### config.mk
export PLATFORM = sky130hd
export DESIGN_NAME = stack_drain_flat
export DESIGN_NICKNAME = d
export VERILOG_FILES = /design/src/rtl/stack_pkg.sv /design/src/rtl/stack_drain_if.sv /design/src/rtl/stack_drain_lat.sv /design/src/rtl/stack_drain.sv /design/src/flat_wrapper.sv
export SDC_FILE = /design/constraint.sdc
export NUM_CORES = 1
export LEC_CHECK = 0
export ABC_AREA = 1
export CAP_MARGIN = 0
export CORE_MARGIN = 10
export CORE_UTILIZATION = 50
export CTS_BUF_LIST = sky130_fd_sc_hd__clkbuf_8
export CTS_CLUSTER_SIZE = 14
export DETAILED_ROUTE_END_ITERATION = 12
export PLACE_DENSITY = 0.92
export SYNTH_ARGS = -nofsm -noshare
export SYNTH_HDL_FRONTEND = slang
export SYNTH_SLANG_ARGS = --single-unit
### constraint.sdc
create_clock -name clk -period 2.7 [get_ports clk]
set_clock_uncertainty 0.1 [all_clocks]
set_input_delay 0.405 -clock clk [delete_from_list [all_inputs] [get_ports clk]]
set_output_delay 0.405 -clock clk [all_outputs]
set_load 0.01 [all_outputs]
### src/rtl/stack_pkg.sv
// Shared stack definitions: word/pointer widths and the drain controller state encoding.
package stack_pkg;

  localparam int unsigned STK_DATA_W = 8;
  localparam int unsigned STK_CNT_W  = 5;

  typedef enum logic [2:0] {
    ST_IDLE   = 3'd0,
    ST_POP    = 3'd1,
    ST_WAIT   = 3'd2,
    ST_OFFER  = 3'd3,
    ST_FINISH = 3'd4
  } drain_state_e;

  // Bits needed to hold a down-count from lat-1 to zero; never narrower than one bit.
  function automatic int unsigned lat_width(input int unsigned lat);
    return (lat > 1) ? $clog2(lat) : 1;
  endfunction

endpackage

### src/rtl/stack_drain_if.sv
// Stack-side pop port plus the valid/ready output port of the drain controller.
interface stack_drain_if
  import stack_pkg::*;
#(
  parameter int unsigned DATA_W = STK_DATA_W
);

  logic              stk_pop;
  logic [DATA_W-1:0] stk_data;
  logic              stk_error;
  logic [DATA_W-1:0] out_data;
  logic              out_valid;
  logic              out_ready;

  modport master (
    output stk_pop,
    output out_data,
    output out_valid,
    input  stk_data,
    input  stk_error,
    input  out_ready
  );

  modport slave (
    input  stk_pop,
    input  out_data,
    input  out_valid,
    output stk_data,
    output stk_error,
    output out_ready
  );

endinterface

### src/rtl/stack_drain_lat.sv
// Pop-latency down-counter: load on pop, decrement while waiting, zero flags the sample cycle.
module stack_drain_lat #(
  parameter int unsigned Width = 1
) (
  input  logic             clk_i,
  input  logic             rst_i,
  input  logic             load_i,
  input  logic [Width-1:0] load_val_i,
  input  logic             dec_i,
  output logic             zero_o
);

  logic [Width-1:0] cnt_q, cnt_d;

  always_comb begin
    cnt_d = cnt_q;
    if (load_i) begin
      cnt_d = load_val_i;
    end else if (dec_i && (cnt_q != '0)) begin
      cnt_d = cnt_q - 1'b1;
    end
  end

  always_ff @(posedge clk_i or posedge rst_i) begin
    if (rst_i) begin
      cnt_q <= '0;
    end else begin
      cnt_q <= cnt_d;
    end
  end

  assign zero_o = (cnt_q == '0);

endmodule

### src/rtl/stack_drain.sv
// Drains the LIFO stack on a start pulse, offering each popped word on a valid/ready port
// until the stack reports empty or MAX_WORDS words have been delivered.
module stack_drain
  import stack_pkg::*;
#(
  parameter int unsigned DATA_W    = STK_DATA_W,
  parameter int unsigned CNT_W     = STK_CNT_W,
  parameter int unsigned MAX_WORDS = 32,
  parameter int unsigned POP_LAT   = 1
) (
  input  logic                clk,
  input  logic                reset,
  input  logic                start,
  stack_drain_if.master       bus,
  output logic                busy,
  output logic                done,
  output logic [CNT_W:0]      word_cnt
);

  localparam int unsigned     LatW    = lat_width(POP_LAT);
  localparam logic [LatW-1:0] LatLoad = LatW'(POP_LAT - 1);
  localparam logic [CNT_W:0]  MaxCnt  = (CNT_W + 1)'(MAX_WORDS);

  drain_state_e state_q, state_d;

  logic [DATA_W-1:0] out_data_q, out_data_d;
  logic              out_valid_q, out_valid_d;
  logic [CNT_W:0]    word_cnt_q, word_cnt_d;
  logic [CNT_W:0]    cnt_inc;
  logic              lat_zero;
  logic              accept;
  logic              last_word;

  stack_drain_lat #(
    .Width (LatW)
  ) u_lat (
    .clk_i      (clk),
    .rst_i      (reset),
    .load_i     (state_q == ST_POP),
    .load_val_i (LatLoad),
    .dec_i      (state_q == ST_WAIT),
    .zero_o     (lat_zero)
  );

  assign accept    = out_valid_q & bus.out_ready;
  assign cnt_inc   = word_cnt_q + 1'b1;
  assign last_word = (cnt_inc == MaxCnt);

  always_ff @(posedge clk or posedge reset) begin
    if (reset) begin
      state_q <= ST_IDLE;
    end else begin
      state_q <= state_d;
    end
  end

  always_comb begin
    state_d = state_q;
    unique case (state_q)
      ST_IDLE:   if (start) state_d = ST_POP;
      ST_POP:    state_d = ST_WAIT;
      ST_WAIT: begin
        // Error on the sample cycle means the pop found the stack empty.
        if (lat_zero) state_d = bus.stk_error ? ST_FINISH : ST_OFFER;
      end
      ST_OFFER:  if (accept) state_d = last_word ? ST_FINISH : ST_POP;
      ST_FINISH: state_d = ST_IDLE;
      default:   state_d = ST_IDLE;
    endcase
  end

  always_comb begin
    bus.stk_pop = (state_q == ST_POP);
    busy        = (state_q != ST_IDLE);
    done        = (state_q == ST_FINISH);
  end

  always_comb begin
    out_data_d  = out_data_q;
    out_valid_d = out_valid_q;
    word_cnt_d  = word_cnt_q;
    unique case (state_q)
      ST_IDLE: if (start) word_cnt_d = '0;
      ST_WAIT: begin
        if (lat_zero && !bus.stk_error) begin
          out_data_d  = bus.stk_data;
          out_valid_d = 1'b1;
        end
      end
      ST_OFFER: begin
        if (accept) begin
          out_valid_d = 1'b0;
          word_cnt_d  = cnt_inc;
        end
      end
      default: ;
    endcase
  end

  always_ff @(posedge clk or posedge reset) begin
    if (reset) begin
      out_data_q  <= '0;
      out_valid_q <= 1'b0;
      word_cnt_q  <= '0;
    end else begin
      out_data_q  <= out_data_d;
      out_valid_q <= out_valid_d;
      word_cnt_q  <= word_cnt_d;
    end
  end

  assign bus.out_data  = out_data_q;
  assign bus.out_valid = out_valid_q;
  assign word_cnt      = word_cnt_q;

endmodule

### src/flat_wrapper.sv
// flat-port wrapper written by rule: the top's interface ports become plain ports
module stack_drain_flat import stack_pkg::*;
#(
  parameter int unsigned DATA_W    = STK_DATA_W,
  parameter int unsigned CNT_W     = STK_CNT_W,
  parameter int unsigned MAX_WORDS = 32,
  parameter int unsigned POP_LAT   = 1
)
  (clk, reset, start, busy, done, word_cnt, bus_stk_pop, bus_out_data, bus_out_valid, bus_stk_data, bus_stk_error, bus_out_ready);
  stack_drain_if #(.DATA_W(DATA_W)) bus_i ();
  input  logic clk;
  input  logic reset;
  input  logic start;
  output logic busy;
  output logic done;
  output logic [CNT_W:0] word_cnt;
  output wire logic [$bits(bus_i.stk_pop)-1:0] bus_stk_pop;
  output wire logic [$bits(bus_i.out_data)-1:0] bus_out_data;
  output wire logic [$bits(bus_i.out_valid)-1:0] bus_out_valid;
  input wire logic [$bits(bus_i.stk_data)-1:0] bus_stk_data;
  input wire logic [$bits(bus_i.stk_error)-1:0] bus_stk_error;
  input wire logic [$bits(bus_i.out_ready)-1:0] bus_out_ready;
  assign bus_stk_pop = bus_i.stk_pop;
  assign bus_out_data = bus_i.out_data;
  assign bus_out_valid = bus_i.out_valid;
  assign bus_i.stk_data = bus_stk_data;
  assign bus_i.stk_error = bus_stk_error;
  assign bus_i.out_ready = bus_out_ready;
  stack_drain #(.DATA_W(DATA_W), .CNT_W(CNT_W), .MAX_WORDS(MAX_WORDS), .POP_LAT(POP_LAT)) u_core (.clk(clk), .reset(reset), .start(start), .bus(bus_i), .busy(busy), .done(done), .word_cnt(word_cnt));
endmodule
==> flow_metrics.tcl, run 1 <==
set metrics [dict create \
    crit_cells 3 \
    syn-cell-area_um2 992.2 \
    irDropWorstVdd_uv 621.9 \
    crit_path_end_kind "output pin" \
    antenna_left 0 \
    ys_ff_latch 19 \
    dieArea_um2 4166 \
    syn_to_final_growth_pct 38.21 \
    drt-total-wl_um 2539 \
    utilization_pct 71.35 \
    hold_viol_final 0 \
    required_ns 2.19 \
    whs_endpoint "u_core.bus.out_data[4]" \
    report.final.slew_viol_count 0 \
    viasPerCell 5.288 \
    worstHoldPathType "flip-flop to flip-flop" \
    min_from "u_core.bus.out_data[4]" \
    cp-start-kind "flip-flop" \
    drt-initial-drc-count 41 \
    hpwl_um 1988 \
    min_path_cells 1 \
    synthesis.instances 102 \
    yosysSeqAreaShare_pct 47.92 \
    grt_start_max_net_pins 20 \
    grt_pass1_vias 892 \
    port-buffer-count 30 \
    grt_antenna_before_repair 0 \
    cp_cell_sequence "nor3_1 -> inv_1 -> clkdlybuf4s50_1" \
    cts_tree "built" \
    cts_sinks 19 \
    globalRouteOverflowTotal 0 \
    die_x_um 64.55 \
    hold_buffers 0 \
    gp_congestion 0.8645 \
    synth_flop_cell "dfrtp_1" \
    drc 0 \
    num_rows 16 \
    yosys_warnings 0 \
    worstMarginPinSlew_ns 0.7197 \
    grt_first_pass_wirelength_um 4202 \
    first_pass_iters 4 \
    diodes 0 \
    cp_data_arrival_time_ns 1.70 \
    crit_family "buffers and inverters" \
    crit_path_top_delay_cell "clkdlybuf4s50_1" \
    post_cts_buffers 0 \
    max_stage_delay_ns 0.50 \
    clockRootBuffer "clkbuf_8" \
    clock_path_buffers 2 \
    reg2reg_from "u_core.word_cnt[0]" \
    powerDensity_nw_per_um2 990.1 \
    clk_latency_ns 0.26 \
    core-area_um2 1922 \
    path_buf_inv 2 \
    ctsResizeCount 0 \
    clkTransAtPathRegs_ns 0.07 \
    path_max_fanout 5 \
    htreeDepth 1 \
    vias 862 \
    fmax_ghz 0.4531 \
    synthDistinctLibCells 22 \
    synth_edf_count 0 \
    numCtsBuffers 3 \
    slew_headroom_pct 51.97 \
    p_leak_nw 0.6541 \
    async_flop_share_pct 100.0 \
    finalCritPeriodShare_pct 81.73 \
    track_usage_pct 12.63 \
    worstRegToRegCells 10 \
    die_height_um 64.55 \
    finalSetupViolCount 0 \
    outcome "completed" \
    rrSetupSlack_ns 0.93 \
    path_class "flip-flop to output pin" \
    reg2reg_to "u_core.state_q[0]" \
    period_needed_ns 2.207 \
    start_util_pct 51.63 \
    rsz0062_at_grt "false" \
    avgRoutedWirePerCell_um 15.58 \
    syn_avg_cell_area_um2 9.727 \
    fin_tns_setup_ns 0 \
    maxCapViolations 0 \
    nNetsFinal 151 \
    fillCellCount 145 \
    ios 31 \
    drive_gt1_share_pct 13.24 \
    synth_fp_nets 116 \
]
-- cell families after synthesis --
family	Yosys count	synth area share (%)
adder cells (fa/ha/maj)	1	1.261
flip-flops	19	47.92
buffers and inverters	11	4.161
AND/OR/NAND/NOR	52	28.37
multiplexers	8	12.11
AO/OA/AOI/OAI	11	6.179
-- sequential cells by signal (all words and copies together), names as in the netlist --
name	flops
u_core.bus.out_data	8
u_core.u_lat.cnt_q	1
u_core.state_q	3
u_core.word_cnt	6
u_core.bus.out_valid	1
-- area by class of cell --
type / count / area [um2] / share of cell area (%)
Timing Repair Buffer: 30 / 300.3 / 21.90
Clock inverter: 1 / 3.754 / 0.2737
Clock buffer: 3 / 41.29 / 3.011
Tap cell: 27 / 33.78 / 2.463
Sequential cell: 19 / 475.5 / 34.67
Inverter: 11 / 41.29 / 3.011
Multi-Input combinational cell: 72 / 475.5 / 34.67
-- cell usage after synthesis (3+ instances only) --
master   number  area share, %
nand2_1      27             10
dfrtp_1      19             48
inv_1        10            3.8
mux2_4        8             12
nand3_1       8            4.0
nor2_1        6            2.3
o21ai_0       5            2.5
a21oi_1       3            1.5
nor3_1        3            1.5
-- power by group --
part           switching, mW  leakage, nW  internal [mW]
combinational          0.316        0.386          0.366
sequential            0.0910        0.242          0.386
clock                 0.0968       0.0269          0.101
total                  0.504        0.654          0.854
-- cell usage in the layout (no fill, tap or decap), drive strengths merged --
master and instances:
clkdlybuf4s50 30, nand2 29, dfrtp 19, inv 12, nand3 9, mux2 8, nor2 8, o21ai 5
nor3 4, a21oi 3, clkbuf 3, nand4 1, o21a 1, o22ai 1, nand3b 1, o31ai 1
ha 1
-- how the worst max path moves through the flow --
stage / startpoint / to / slack, ns
CTS: u_core.state_q[2] / busy / 0.49
floorplan: u_core.word_cnt[0] / u_core.state_q[0] / 1.20
finish: u_core.state_q[2] / busy / 0.49
global route: u_core.state_q[2] / busy / 0.35
detailed placement: u_core.state_q[2] / busy / 0.78
global placement: u_core.state_q[2] / busy / 0.82
-- per-layer routing --
metal / vias to the layer above / share of wire, % / global-route usage [%]
li1: 408 / - / -
met1: 411 / 37 / 12.88
met2: 33 / 52 / 22.17
met3: 10 / 8.0 / 4.639
met4: 0 / 3.0 / 6.417
met5: - / 0 / 0
-- stage by stage --
stage | hold slack [ns] | instance area, um2 | power, mW | std cells | worst slack [ns]
6_report | 0.4233 | 1371 | 1.358 | 163 | 0.4932
5_1_grt | 0.4389 | 1371 | 1.450 | 163 | 0.3492
4_1_cts | 0.4256 | 1371 | 1.368 | 163 | 0.4873
3_5_place_dp | 0.3958 | 1326 | 1.166 | 159 | 0.7812
3_3_place_gp | 0.3908 | 1326 | 1.133 | 159 | 0.8189
2_1_floorplan | 0.2561 | 992.2 | 0.8608 | 102 | 1.204
Power figures use the tool's default switching activity.
==> run 2, diff against run 1 <==
Settings changed: CORE_UTILIZATION 50 to 43, PLACE_DENSITY 0.92 to 0.85.
Clock period 2.7 ns to 1.9 ns, I/O delays scaled along.
==> run 2 against run 1 <==
Net effect:
- clock power grew 44%
- hold slack lost 0.18 ns
- critical path depth grew 1
- design area grew 4.0%
- power grew 46%
- register-to-register slack lost 0.72 ns
- combinational power grew 48%
==> flow_metrics.tcl, run 2 (synthesis results as in run 1) <==
set metrics [dict create \
    grt_first_pass_wirelength_um 4229 \
    p_leak_nw 0.6830 \
    die_height_um 68.04 \
    powerDensity_nw_per_um2 1392 \
    htreeDepth 1 \
    drive_gt1_share_pct 19.86 \
    syn_to_final_growth_pct 43.76 \
    worstRegToRegCells 7 \
    finalSetupViolCount 0 \
    viasPerCell 5.065 \
    report.final.slew_viol_count 0 \
    path_max_fanout 2 \
    required_ns 1.51 \
    start_util_pct 44.85 \
    cp-start-kind "flip-flop" \
    period_needed_ns 1.806 \
    vias 856 \
    placed_cell_area_um2 1335 \
    p_int_mw 1.246 \
    layout_commonest_cell "clkdlybuf4s50_1" \
    combPwrFrac_pct 50.7 \
    diodes 0 \
    reg2reg_to "u_core.bus.out_data[5]" \
    fin_tns_setup_ns 0 \
    clock_power_share_pct 14.4 \
    swShare_pct 37.22 \
    rrSetupSlack_ns 0.21 \
    reg2reg_from "u_core.state_q[2]" \
    worstHoldPathType "input pin to asynchronous set/reset pin" \
    path_class "flip-flop to output pin" \
    place_ws_ns 0.1048 \
    mostFrequentLayoutCells "clkdlybuf4s50_1 (28), nand2_1 (27), dfrtp_1 (18)" \
    rsz0062_at_grt "false" \
    maxCapViolations 0 \
    first_pass_iters 4 \
    drt-total-wl_um 2392 \
    die_x_um 68.04 \
    clockRootBuffer "clkbuf_8" \
    dieArea_um2 4629 \
    grt_pass1_vias 920 \
    worstMarginPinSlew_ns 0.2688 \
    drt-initial-drc-count 60 \
    numCtsBuffers 3 \
    regArea_um2 476.7 \
    antenna_left 0 \
    grt_antenna_before_repair 0 \
    largest_register_ffs 8 \
    cts_sinks 19 \
    hpwl_um 1806 \
    globalRouteOverflowTotal 0 \
    setup_slack_ns 0.09370 \
    slew_headroom_pct 82.06 \
    cts_tree "built" \
    drc 0 \
    core-area_um2 2212 \
    multiInputGateArea_um2 491.7 \
    fmax_ghz 0.5536 \
    nNetsFinal 156 \
    gp_congestion 0.8569 \
    seqPwrFrac_pct 34.9 \
    clk_latency_ns 0.26 \
    power.switching_mw 0.7389 \
    clkTransAtPathRegs_ns 0.07 \
    hold_viol_final 0 \
    fillCellCount 180 \
    track_usage_pct 11.70 \
    irDropWorstVdd_uv 847.1 \
    clock_path_buffers 2 \
    finalCritPeriodShare_pct 95.07 \
    num_rows 17 \
    ios 31 \
    crit_path_end_kind "output pin" \
    outcome "completed" \
    port-buffer-count 30 \
    postLayoutCellArea_um2 1426 \
    grt_start_max_net_pins 20 \
    cp_data_arrival_time_ns 1.42 \
    avgRoutedWirePerCell_um 14.15 \
]
==> run 2: cell count changes in the layout (fill, tap and decap cells not counted) <==
cell | previous run | this run
inv_2 | 1 | 2
clkdlybuf4s50_1 | 30 | 28
clkinv_2 | 0 | 1
dlygate4sd2_1 | 0 | 2
dfrtp_2 | 0 | 1
inv_1 | 11 | 9
dfrtp_1 | 19 | 18
nor3_4 | 1 | 2
nor3_2 | 0 | 1
buf_4 | 0 | 5
nor3_1 | 3 | 1
==> run 2: final cells by class <==
class / count / area share, %
clock buffer: 3 / 2.895
sequential: 19 / 33.42
tap: 28 / 2.456
clock inverter: 1 / 0.3509
multi-input combinational: 72 / 34.47
timing repair buffer: 35 / 23.51
inverter: 11 / 2.895
==> run 2: worst max path at each step <==
stage                     depth (start not counted)  slack (ns)           endpoint                from
after detailed placement                          3        0.10               busy   u_core.state_q[2]
after global routing                             10        0.02  u_core.state_q[0]  u_core.word_cnt[0]
final                                             4        0.09               done   u_core.state_q[0]
after CTS                                         3        0.06               done   u_core.state_q[2]
after global placement                            3        0.15               busy   u_core.state_q[2]
after floorplan                                  10        0.40  u_core.state_q[0]  u_core.word_cnt[0]
==> run 2: repair_timing <==
item,in CTS,in global routing
endpoints found under the setup margin,3,1
gates resized for setup,7,0
gates cloned,0,0
pin swaps,0,0
setup buffers,1,3
hold endpoints to repair,0,0
hold buffers,0,0
==> run 2: power groups by stage <==
stage               logic, mW  clock network [mW]  registers [mW]
floorplan               0.508                   0           0.716
global placement        0.934                   0           0.679
detailed placement      0.965                   0           0.679
CTS                     0.985               0.291           0.702
global route             1.11               0.308           0.718
finish                   1.01               0.286           0.693
==> run 2: layer usage <==
layer	vias up	part of all wire (%)	routed length, um	track usage, %
met5	-	0	0	0
met4	0	0.42	10	5.276
met3	2	13	305	6.199
met2	35	49	1172	18.84
met1	404	38	904	12.50
li1	415	-	-	-
==> run 2: worst max-delay path, cell delays in order (launching register included) <==
cell and delay [ns]:
dfrtp_1 0.42, inv_2 0.07, nand2_1 0.04, nor2_1 0.08
clkdlybuf4s50_1 0.55
==> run 2: metrics by stage <==
stage	std cells	util, %	power (mW)	hold WS, ns
detailed placement	161	60.35	1.644	0.3918
floorplan	102	-	1.223	0.1361
global route	169	64.48	2.135	0.2665
global placement	161	60.35	1.613	0.4018
finish	169	64.48	1.985	0.2402
CTS	166	63.46	1.977	0.2431
==> run 3, diff against run 2 <==
Settings changed: CTS_CLUSTER_SIZE 14 to 40.
==> results of run 3 <==
Same layout as run 2: the final DEF is identical, and so are final timing and power.
